--- config.mk ---
export PLATFORM = sky130hd
export DESIGN_NAME = ps2_key_decoder
export DESIGN_NICKNAME = d
export VERILOG_FILES = /design/src/rtl/ps2_key_decoder.sv
export SDC_FILE = /design/constraint.sdc
export NUM_CORES = 1
export LEC_CHECK = 0
export BUFFER_PORTS_ARGS = -buffer_cell sky130_fd_sc_hd__buf_2
export CORE_MARGIN = 5
export CORE_UTILIZATION = 64
export CTS_CLUSTER_DIAMETER = 30
export CTS_CLUSTER_SIZE = 14
export DETAILED_ROUTE_END_ITERATION = 7
export PLACE_DENSITY = 0.87
export SLEW_MARGIN = 40
export SYNTH_ARGS = -nofsm -noshare
export SYNTH_HDL_FRONTEND = slang
export SYNTH_SLANG_ARGS = --single-unit
--- constraint.sdc ---
create_clock -name clock -period 5.2 [get_ports clock]
set_input_delay 1.04 -clock clock [delete_from_list [all_inputs] [get_ports clock]]
set_output_delay 1.04 -clock clock [all_outputs]
set_load 0.01 [all_outputs]
--- src/rtl/ps2_key_decoder.sv ---
// ---------------------------------------------------------------------------
// ps2_key_decoder
//
// Turns the raw PS/2 keyboard clock/data lines into a one-cycle make-code
// strobe for the VGA controller's key-binding logic. Runs entirely in the
// pixel-clock domain.
//
// The PS/2 lines are synchronised and 11-bit frames are deserialised and
// parity-checked. A stalled partial frame is dropped after a timeout. Break
// sequences (F0 xx, E0 F0 xx) and keyboard device responses are swallowed,
// so only key presses reach the consumer. E0-prefixed keys are flagged as
// extended.
//
// Parameters:
//   TIMEOUT_CYCLES - idle clock cycles mid-frame before the partial frame is
//                    discarded (2500 = 100 us at 25 MHz)
//
// Ports:
//   clock     in   pixel clock, all logic on the rising edge
//   reset     in   asynchronous active-high reset, clears all state
//   ps2_clk   in   raw keyboard clock (asynchronous)
//   ps2_data  in   raw keyboard data (asynchronous)
//   key_in    out  last accepted make code, held between strobes
//   key_en    out  one-cycle strobe, key_in/key_ext valid
//   key_ext   out  key_in was prefixed by E0
//   frame_err out  one-cycle pulse on parity/start/stop error or timeout
// ---------------------------------------------------------------------------
module ps2_key_decoder #(
    parameter int TIMEOUT_CYCLES = 2500
) (
    input  logic       clock,
    input  logic       reset,
    input  logic       ps2_clk,
    input  logic       ps2_data,
    output logic [7:0] key_in,
    output logic       key_en,
    output logic       key_ext,
    output logic       frame_err
);

    localparam int TW = $clog2(TIMEOUT_CYCLES + 1);
    localparam logic [TW-1:0] TIMEOUT_LAST = TW'(TIMEOUT_CYCLES - 1);

    // -----------------------------------------------------------------------
    // Synchronisers. The clock line gets a third flop so that a falling edge
    // can be detected between two already-synchronised samples. Everything
    // resets high because the idle PS/2 bus is high.
    // -----------------------------------------------------------------------
    logic clk_s1;
    logic clk_s2;
    logic clk_s3;
    logic data_s1;
    logic data_s2;
    logic fall;

    always_ff @(posedge clock or posedge reset) begin
        if (reset) begin
            clk_s1  <= 1'b1;
            clk_s2  <= 1'b1;
            clk_s3  <= 1'b1;
            data_s1 <= 1'b1;
            data_s2 <= 1'b1;
        end else begin
            clk_s1  <= ps2_clk;
            clk_s2  <= clk_s1;
            clk_s3  <= clk_s2;
            data_s1 <= ps2_data;
            data_s2 <= data_s1;
        end
    end

    assign fall = clk_s3 & ~clk_s2;

    // -----------------------------------------------------------------------
    // Frame receiver
    //   bit_cnt 0      : start bit
    //   bit_cnt 1..8   : D0..D7, shifted in from the top so shift ends D7..D0
    //   bit_cnt 9      : odd parity
    //   bit_cnt 10     : stop bit, frame is judged on this fall
    // -----------------------------------------------------------------------
    logic [3:0]    bit_cnt;
    logic [7:0]    shift;
    logic          start_bit;
    logic          parity_bit;
    logic [TW-1:0] timeout_cnt;

    logic timeout_hit;
    logic stop_cycle;
    logic frame_ok;
    logic byte_valid;
    logic err_event;

    // The timeout fires on the edge where the counter would reach
    // TIMEOUT_CYCLES, i.e. after TIMEOUT_CYCLES fall-free cycles mid-frame.
    assign timeout_hit = (bit_cnt != 4'd0) && (timeout_cnt == TIMEOUT_LAST);

    // A fall coinciding with the timeout starts a new frame, so it must not
    // also be judged as the stop bit of the stale one.
    assign stop_cycle = fall && (bit_cnt == 4'd10) && !timeout_hit;
    assign frame_ok   = !start_bit && data_s2 && ((^shift) ^ parity_bit);
    assign byte_valid = stop_cycle && frame_ok;
    assign err_event  = (stop_cycle && !frame_ok) || timeout_hit;

    always_ff @(posedge clock or posedge reset) begin
        if (reset) begin
            bit_cnt     <= 4'd0;
            shift       <= 8'h00;
            start_bit   <= 1'b0;
            parity_bit  <= 1'b0;
            timeout_cnt <= '0;
        end else if (fall) begin
            timeout_cnt <= '0;
            if (timeout_hit || bit_cnt == 4'd0) begin
                start_bit <= data_s2;
                bit_cnt   <= 4'd1;
            end else if (bit_cnt == 4'd10) begin
                bit_cnt <= 4'd0;
            end else begin
                if (bit_cnt <= 4'd8) begin
                    shift <= {data_s2, shift[7:1]};
                end else begin
                    parity_bit <= data_s2;
                end
                bit_cnt <= bit_cnt + 4'd1;
            end
        end else if (timeout_hit) begin
            bit_cnt     <= 4'd0;
            timeout_cnt <= '0;
        end else if (bit_cnt != 4'd0) begin
            timeout_cnt <= timeout_cnt + TW'(1);
        end
    end

    // -----------------------------------------------------------------------
    // Sequence FSM: strips break sequences and device responses, tags E0 keys.
    // It acts combinationally on byte_valid so the strobe lands on the edge
    // that ends the stop-bit fall cycle.
    // -----------------------------------------------------------------------
    typedef enum logic [1:0] {
        IDLE,
        EXT,
        BRK,
        EXT_BRK
    } state_t;

    state_t state;
    state_t state_next;
    logic   emit;
    logic   emit_ext;
    logic   is_response;

    // Self-test pass, ack, echo, resend and error/overrun bytes.
    always_comb begin
        is_response = 1'b0;
        case (shift)
            8'hAA, 8'hFA, 8'hEE, 8'hFE, 8'h00: is_response = 1'b1;
            default:                           is_response = 1'b0;
        endcase
    end

    always_ff @(posedge clock or posedge reset) begin
        if (reset) begin
            state <= IDLE;
        end else begin
            state <= state_next;
        end
    end

    always_comb begin
        state_next = state;
        emit       = 1'b0;
        emit_ext   = 1'b0;
        if (err_event) begin
            // A corrupted prefix must not mask the next key.
            state_next = IDLE;
        end else if (byte_valid) begin
            case (state)
                IDLE: begin
                    if (shift == 8'hE0) begin
                        state_next = EXT;
                    end else if (shift == 8'hF0) begin
                        state_next = BRK;
                    end else if (!is_response) begin
                        emit = 1'b1;
                    end
                end
                EXT: begin
                    if (shift == 8'hF0) begin
                        state_next = EXT_BRK;
                    end else if (shift != 8'hE0) begin
                        emit       = 1'b1;
                        emit_ext   = 1'b1;
                        state_next = IDLE;
                    end
                end
                BRK:     state_next = IDLE;
                EXT_BRK: state_next = IDLE;
                default: state_next = IDLE;
            endcase
        end
    end

    // -----------------------------------------------------------------------
    // Output registers
    // -----------------------------------------------------------------------
    always_ff @(posedge clock or posedge reset) begin
        if (reset) begin
            key_in    <= 8'h00;
            key_ext   <= 1'b0;
            key_en    <= 1'b0;
            frame_err <= 1'b0;
        end else begin
            key_en    <= emit;
            frame_err <= err_event;
            if (emit) begin
                key_in  <= shift;
                key_ext <= emit_ext;
            end
        end
    end

endmodule

==> impl_metrics.csv, run 1 <==
group,metric,value,unit
floorplan,die_area,0.00492,mm2
global_route,grt_max_degree,45,
place,place_hpwl,3.12,mm
logic_synthesis,avgSynthCellArea,11.0,um2
logic_synthesis,ys_seq_area_share,47.8,%
routing,drtPass1Iterations,4,
place,io_buffers,14,
global_route,track_usage,19.4,%
global_route,grt_use_met2,29.7,%
routing,drt_wl_total,4.33,mm
floorplan,ios,15,
logic_synthesis,synth_top_area_cell,"dfrtp_1",
setup_path,required,5.46,ns
cells_and_area,fill_cells,243,
place,dp_slack,2.85,ns
cells_and_area,final_cell_mix,"dfrtp_1, nor2_1, nand2_1",
setup_path,cp-end-kind,"flip-flop",
sta,finalHoldViolCount,0,
floorplan,die_h,70.1,um
global_route,met3_usage,3.16,%
logic_synthesis,yosysUniqueCellTypes,46,
clock_network,cts-buffers-inserted,5,
setup_path,start_kind,"flip-flop",
status,status,"finished, final reports clean",
logic_synthesis,syn_nets,227,
place,placed_cell_area,0.00241,mm2
power_and_ir_drop,power_density,458,mW/mm2
global_route,grt_pass1_vias,1568,
clock_network,path_clk_slew,0.14,ns
clock_network,cts_root_buffer,"clkbuf_4",
clock_network,cts_resized,0,
setup_path,slowest_delay,0.44,ns
sta,slew_violations,0,
place,placedCellCount,265,
sta,tightest_slew,0.725,ns
sta,hold_slack,0.370,ns
worst_hold_path,hold_depth,0,
cells_and_area,drive_above_1_share,21.6,%
logic_synthesis,synth.area.top_cells,"dfrtp_1, ha_1, dfstp_2",
global_route,grt.met1_usage,27.7,%
sta,clock_skew,0.0123,ns
setup_path,slowest_stage,"dfrtp_1",
logic_synthesis,synthArstFlopShare,100,%
run,drv_cap,0,
setup_path,crit_cells,7,
place,gp_congestion,0.811,
global_route,overflow,0,
global_route,busiest_layer,"met2",
floorplan,core-area,0.00342,mm2
sta,fmax,0.427,GHz
clock_network,cts_tree,"yes",
logic_synthesis,synth_ff_type,"dfrtp_1",
cells_and_area,diodes,0,
power_and_ir_drop,p_leak,1.18,nW
cells_and_area,final_common_cell,"dfrtp_1",
setup_path,path_delay_family,"XOR/XNOR gates",
routing,ant_nets,0,
global_route,grt_antenna_before_repair,0,
sta,finalSetupTns,0,ns
logic_synthesis,yosys_warnings,0,
cells_and_area,nets,242,
logic_synthesis,synth_seq_cells,44,
logic_synthesis,synth_edf_count,0,
floorplan,rows,21,
setup_path,crit_buf_inv,1,
clock_network,holdBufCountCts,0,
sta,setup_viol,0,
cells_and_area,final_area,0.00249,mm2
logic_synthesis,postSynthCellCount,211,
power_and_ir_drop,ir_drop,0.306,mV
sta,fin_ws,2.86,ns
floorplan,die_x,70.1,um
clock_network,htree_levels,2,
sta,fin_crit,2.34,ns
cells_and_area,syn2layout_area_growth,7.41,%
cells_and_area,utilization,72.8,%
cells_and_area,layout.cells.non_filler,273,
setup_path,reg2reg_depth,7,
clock_network,clock_path_buffers,2,
global_route,grt_pass1_wl,7.62,mm
routing,drc,0,
clock_network,clkLatencyLatePin,0.36,ns
routing,vias_per_cell,5.73,
power_and_ir_drop,power,1.14,mW
setup_path,critPathKind,"reg2reg",
sta,slew_headroom,51.0,%
logic_synthesis,yosysTopAreaCellShare,42.2,%
setup_path,path_cells,"inv_1, ha_1, xnor3_1, xnor2_1, nor2_2, nand4_4, mux2_4",
sta,period_share,45.0,%
routing,drt-wirelength-per-cell,15.9,um
floorplan,start_util,67.8,%
setup_path,worstPathArrival,2.61,ns
clock_network,post-cts-setup-buffer-count,0,
setup_path,crit_fanout,9,
routing,drt-initial-drc-count,101,
worst_hold_path,hp-class,"reg2reg",
sta,rsz0062_at_grt,"no",
routing,detailroute.via_count,1564,
clock_network,cts.sinks,44,
logic_synthesis,syn_area,0.00231,mm2
-- state kept, by name, summed over array words and instances (netlist names) --
register	flops
bit_cnt	4
clk_s1	1
clk_s2	1
clk_s3	1
data_s1	1
data_s2	1
frame_err	1
key_en	1
key_ext	1
key_in	8
parity_bit	1
shift	8
start_bit	1
state	2
timeout_cnt	12
-- synth_stat cells (all sizes together), types with 5 or more instances --
cell type,count
o21ai,13
xor2,5
nand3,6
inv,13
mux2,10
nand4,8
dfrtp,39
dfstp,5
nor2,24
xnor2,7
ha,12
nand2,16
-- path summary, 6_finish.rpt --
check                      slack [ns]  startpoint         to
hold reg to reg                  0.37     data_s1    data_s2
hold / removal                   0.37     data_s1    data_s2
setup / recovery                 2.86    shift[3]  key_in[0]
max in group asynchronous        4.03       reset     clk_s2
min in group asynchronous        0.79       reset   shift[0]
setup reg to reg                 2.86    shift[3]  key_in[0]
-- cell type report --
class                   instances  area [um2]  area share, %
flip-flops and latches         44        1110           44.5
repair buffers                 15        77.6           3.12
inverters                      13        48.8           1.96
well taps                      46        57.6           2.32
clock buffers                   5        37.5           1.51
multi-input cells             147        1110           44.8
clock inverters                 3        42.5           1.71
-- cells by family (layout without fill, tap and decap cells) --
family          after synthesis  count (layout)  synth area share, %
compound gates               30              30                 8.00
buf+inv                      20              36                 4.00
xor+xnor                     13              13                 5.51
fa+ha+maj                    12              12                 6.49
mux                          12              12                 7.03
flops                        44              44                 47.8
simple gates                 80              80                 21.1
-- per-layer routing --
metal  share of wire, %  routed length [um]
met1                 47                2050
met2                 47                2030
met3                3.7                 162
met4                2.0                  85
met5                  0                   0
-- where the power goes --
part | internal [mW] | total [mW] | switching [mW]
Sequential | 0.410 | 0.509 | 0.0986
Clock | 0.100 | 0.214 | 0.114
Combinational | 0.193 | 0.415 | 0.222
(Power assumes the default switching activity.)
==> inputs of run 2 (changes only) <==
Settings changed: CORE_UTILIZATION 64 to 60, PLACE_DENSITY 0.87 to 0.82.
Clock period 5.2 ns to 2.3 ns, I/O delays scaled along.
==> run 2 against run 1 <==
Global-route usage down 0.49 points; wire length up 8.9%; core utilization down 0.74 points; largest cell class unchanged.
==> impl_metrics.csv, run 2 (synthesized netlist as in run 1, its figures left out) <==
group,metric,value,unit
cells_and_area,largest_reg_flops,12,
cells_and_area,diodes,0,
global_route,grt_max_degree,33,
place,gp_congestion,0.913,
global_route,grt_pass1_wl,7.55,mm
cells_and_area,syn2layout_area_growth,14.8,%
sta,setup_viol,0,
cells_and_area,top_regs,"timeout_cnt x12, key_in x8, shift x8",
setup_path,reg2reg_depth,7,
clock_network,cts_root_buffer,"clkbuf_8",
floorplan,rows,22,
global_route,track_usage,18.9,%
floorplan,die_x,72.1,um
cells_and_area,final_cell_mix,"dfrtp_1, nor2_1, nand2_1, buf_4, buf_2",
clock_network,htree_levels,2,
setup_path,crit_end,"key_in[7]",
sta,fin_crit,2.23,ns
cells_and_area,nets,258,
routing,drt-initial-drc-count,102,
floorplan,ios,15,
sta,tightest_slew,0.513,ns
setup_path,worstPathArrival,2.43,ns
routing,vias_per_cell,5.93,
sta,fmax,0.449,GHz
routing,drt_wl_total,4.72,mm
setup_path,crit_start,"shift[6]",
place,io_buffers,14,
worst_hold_path,hp-class,"in2async",
floorplan,die_h,72.1,um
cells_and_area,final_common_cell,"dfrtp_1",
run,drv_cap,0,
floorplan,start_util,62.8,%
global_route,grt_antenna_before_repair,0,
setup_path,worst-r2r-setup-slack,0.07,ns
cells_and_area,final_area,0.00266,mm2
place,place_hpwl,3.13,mm
setup_path,required,2.50,ns
floorplan,die_area,0.00520,mm2
sta,period_share,96.9,%
routing,drt-wirelength-per-cell,16.2,um
clock_network,clkLatencyLatePin,0.31,ns
clock_network,path_clk_slew,0.08,ns
global_route,grt_pass1_vias,1585,
sta,slew_violations,0,
clock_network,clock_path_buffers,2,
routing,ant_nets,0,
power_and_ir_drop,ir_drop,0.567,mV
cells_and_area,regMostFlops,"timeout_cnt",
cells_and_area,drive_above_1_share,27.6,%
power_and_ir_drop,power,2.97,mW
routing,drtPass1Iterations,4,
setup_path,cp-end-kind,"flip-flop",
routing,detailroute.via_count,1726,
routing,drc,0,
status,status,"finished, final reports clean",
sta,finalHoldViolCount,0,
floorplan,core-area,0.00369,mm2
global_route,overflow,0,
clock_network,holdBufCountCts,0,
power_and_ir_drop,power_density,1120,mW/mm2
place,placed_cell_area,0.00248,mm2
setup_path,critPathKind,"reg2reg",
clock_network,cts-buffers-inserted,5,
clock_network,cts.sinks,44,
sta,hold_slack,0.173,ns
clock_network,cts_tree,"yes",
power_and_ir_drop,p_leak,1.26,nW
setup_path,crit_fanout,5,
sta,clock_skew,0.0120,ns
setup_path,worstReg2RegEnd,"key_in[7]",
setup_path,start_kind,"flip-flop",
sta,slew_headroom,64.9,%
setup_path,timing.rr.start,"shift[6]",
## run 2: power by group
group | internal [mW] | switching, mW | leakage [nW]
registers | 0.929 | 0.177 | 0.578
logic | 0.656 | 0.732 | 0.643
clock network | 0.213 | 0.259 | 0.0422
total | 1.80 | 1.17 | 1.26
## run 2: critical path: stages, from the launching register on
cell,delay [ns]
dfrtp_1,0.37
inv_1,0.11
ha_4,0.28
xnor3_1,0.44
xnor2_2,0.19
nor2_4,0.21
nand4_4,0.18
mux2_4,0.35
## run 2: timing repair
action | in CTS | in global routing
gates resized for setup | 0 | 5
buffers inserted | 0 | 6
endpoints found under the setup margin | 0 | 8
## run 2: how the worst min path moves through the flow
stage                           end  depth (start not counted)  slack [ns]
after CTS                  state[1]                          2        0.19
after floorplan              clk_s2                          0        0.35
after detailed placement    data_s2                          0        0.35
after global routing       state[1]                          2        0.22
after global placement       clk_s2                          0        0.35
final                     key_in[7]                          2        0.17
## run 2: area by class of cell
type / count / area [um2]
flip-flops and latches: 44 / 1110
well taps: 48 / 60.1
clock buffers: 7 / 76.3
multi-input cells: 148 / 1170
clock inverters: 1 / 5.00
repair buffers: 30 / 190
fillers: 271 / 1030
inverters: 13 / 50.0
## run 2: per-stage QoR
step | cells | util [%] | TNS [ns] | setup WS [ns]
6_report | 291 | 72.0 | 0 | 0.0709
5_1_grt | 291 | 72.0 | -0.0997 | -0.0263
4_1_cts | 284 | 69.4 | 0 | 0.00470
3_5_place_dp | 276 | 67.2 | 0 | 0.00602
3_3_place_gp | 276 | 67.1 | 0 | 0.144
2_1_floorplan | 211 | - | 0 | 0.163
## run 2: routing by layer
layer  share of wire (%)  global-route usage [%]
met1                  46                    27.5
met2                  45                    26.2
met3                 6.7                    4.99
met4                 2.4                    8.98
met5                   0                       0
==> inputs of run 3 (changes only) <==
Settings changed: SKIP_LAST_GASP set to 1.
Clock period 2.3 ns to 2.6 ns, I/O delays scaled along.
==> run 3 against run 2 <==
Count of clock-buffer cells in the layout did not move; non-clock buffer count fell by 13; via count fell by 10%; sequential power fell by 9%; combinational power fell by 39%; global-route usage fell by 1.1 points; wire length fell by 14%; total power fell by 24%; critical endpoint is now key_in[1]; largest power group is now registers.
==> impl_metrics.csv, run 3 (synthesized netlist as in run 1, its figures left out) <==
group,metric,value,unit
cells_and_area,nets,244,
power_and_ir_drop,p_leak,1.19,nW
sta,fmax,0.423,GHz
cells_and_area,regMostFlops,"timeout_cnt",
cells_and_area,top_regs,"timeout_cnt x12, key_in x8, shift x8",
cells_and_area,utilization,67.9,%
setup_path,required,2.78,ns
cells_and_area,final_cell_mix,"dfrtp_1, nor2_1, nand2_1",
sta,fin_ws,0.234,ns
routing,drt-initial-drc-count,117,
sta,finalHoldViolCount,0,
setup_path,worstPathArrival,2.55,ns
routing,ant_nets,0,
power_and_ir_drop,power,2.26,mW
floorplan,core-area,0.00369,mm2
place,gp_congestion,0.868,
worst_hold_path,hp-class,"in2async",
cells_and_area,syn2layout_area_growth,8.27,%
setup_path,cp-end-kind,"flip-flop",
power_and_ir_drop,power_density,903,mW/mm2
routing,drt-wirelength-per-cell,14.7,um
sta,finalSetupTns,0,ns
place,place_hpwl,3.02,mm
routing,vias_per_cell,5.58,
cells_and_area,drive_above_1_share,21.8,%
setup_path,critPathKind,"reg2reg",
sta,period_share,91.0,%
sta,clock_skew,0.00909,ns
clock_network,path_clk_slew,0.08,ns
sta,setup_viol,0,
routing,drtPass1Iterations,4,
cells_and_area,seqCellArea,0.00111,mm2
place,dp_slack,0.265,ns
floorplan,die_x,72.1,um
setup_path,worstReg2RegEnd,"key_in[1]",
setup_path,start_kind,"flip-flop",
setup_path,crit_end,"key_in[1]",
sta,slew_headroom,62.8,%
global_route,grt_antenna_before_repair,0,
routing,drc,0,
cells_and_area,final_common_cell,"dfrtp_1",
cells_and_area,multiInputGateArea,0.00111,mm2
sta,tightest_slew,0.558,ns
setup_path,reg2reg_depth,7,
clock_network,holdBufCountCts,0,
sta,rsz0062_at_grt,"no",
setup_path,crit_start,"shift[2]",
global_route,track_usage,17.8,%
global_route,grt_max_degree,33,
clock_network,cts-buffers-inserted,5,
floorplan,start_util,62.8,%
run,drv_cap,0,
clock_network,clkLatencyLatePin,0.30,ns
sta,slew_violations,0,
global_route,grt_pass1_vias,1572,
place,io_buffers,14,
floorplan,die_h,72.1,um
clock_network,cts_root_buffer,"clkbuf_8",
routing,drt_wl_total,4.08,mm
global_route,overflow,0,
clock_network,htree_levels,2,
floorplan,die_area,0.00520,mm2
global_route,grt_pass1_wl,7.25,mm
clock_network,cts_tree,"yes",
floorplan,rows,22,
routing,detailroute.via_count,1546,
cells_and_area,diodes,0,
floorplan,ios,15,
cells_and_area,largest_reg_flops,12,
clock_network,post-cts-setup-buffer-count,0,
clock_network,cts.sinks,44,
setup_path,crit_fanout,9,
clock_network,cts_resized,0,
clock_network,clock_path_buffers,2,
cells_and_area,fill_cells,284,
sta,fin_crit,2.37,ns
setup_path,timing.rr.start,"shift[2]",
status,status,"finished, final reports clean",
power_and_ir_drop,ir_drop,0.565,mV
setup_path,worst-r2r-setup-slack,0.23,ns
[run 3: worst min-delay path by stage]
stage	from	to	slack [ns]	depth (start not counted)
final	reset	state[0]	0.23	2
after CTS	reset	state[0]	0.25	2
after global routing	reset	state[0]	0.28	2
after detailed placement	clk_s1	clk_s2	0.35	0
after floorplan	clk_s1	clk_s2	0.35	0
after global placement	clk_s1	clk_s2	0.35	0
[run 3: critical path, stage by stage (launching register included)]
cell	delay, ns
dfrtp_1	0.41
inv_1	0.09
ha_1	0.28
xnor3_1	0.39
xnor2_1	0.16
nor2_2	0.24
nand4_4	0.29
mux2_4	0.38
[run 3: layout make-up]
cell class / count / share of cell area (%)
clock buffer: 7 / 3.05
clock inverter: 1 / 0.200
inverter: 13 / 2.00
multi-input combinational: 147 / 44.5
sequential: 44 / 44.2
tap: 48 / 2.40
timing repair buffer: 17 / 3.69
[run 3: power breakdown]
part,internal (mW),switching [mW],total (mW)
clock network,0.189,0.218,0.407
logic,0.389,0.459,0.848
registers,0.822,0.187,1.01
total,1.40,0.864,2.26
[run 3: through the flow]
stage | cell area [um2] | instances | hold slack [ns]
2_1_floorplan | 2310 | 211 | 0.345
3_3_place_gp | 2420 | 269 | 0.347
3_5_place_dp | 2420 | 269 | 0.348
4_1_cts | 2510 | 277 | 0.250
5_1_grt | 2510 | 277 | 0.277
6_report | 2510 | 277 | 0.234
[run 3: layer usage]
| metal | track usage, % | wire [um] | up-vias |
|---|---|---|---|
| met5 | 0 | 0 | - |
| met4 | 6.26 | 63 | 0 |
| met3 | 4.16 | 159 | 7 |
| met2 | 26.5 | 1810 | 24 |
| met1 | 25.4 | 2050 | 749 |
| li1 | - | - | 766 |
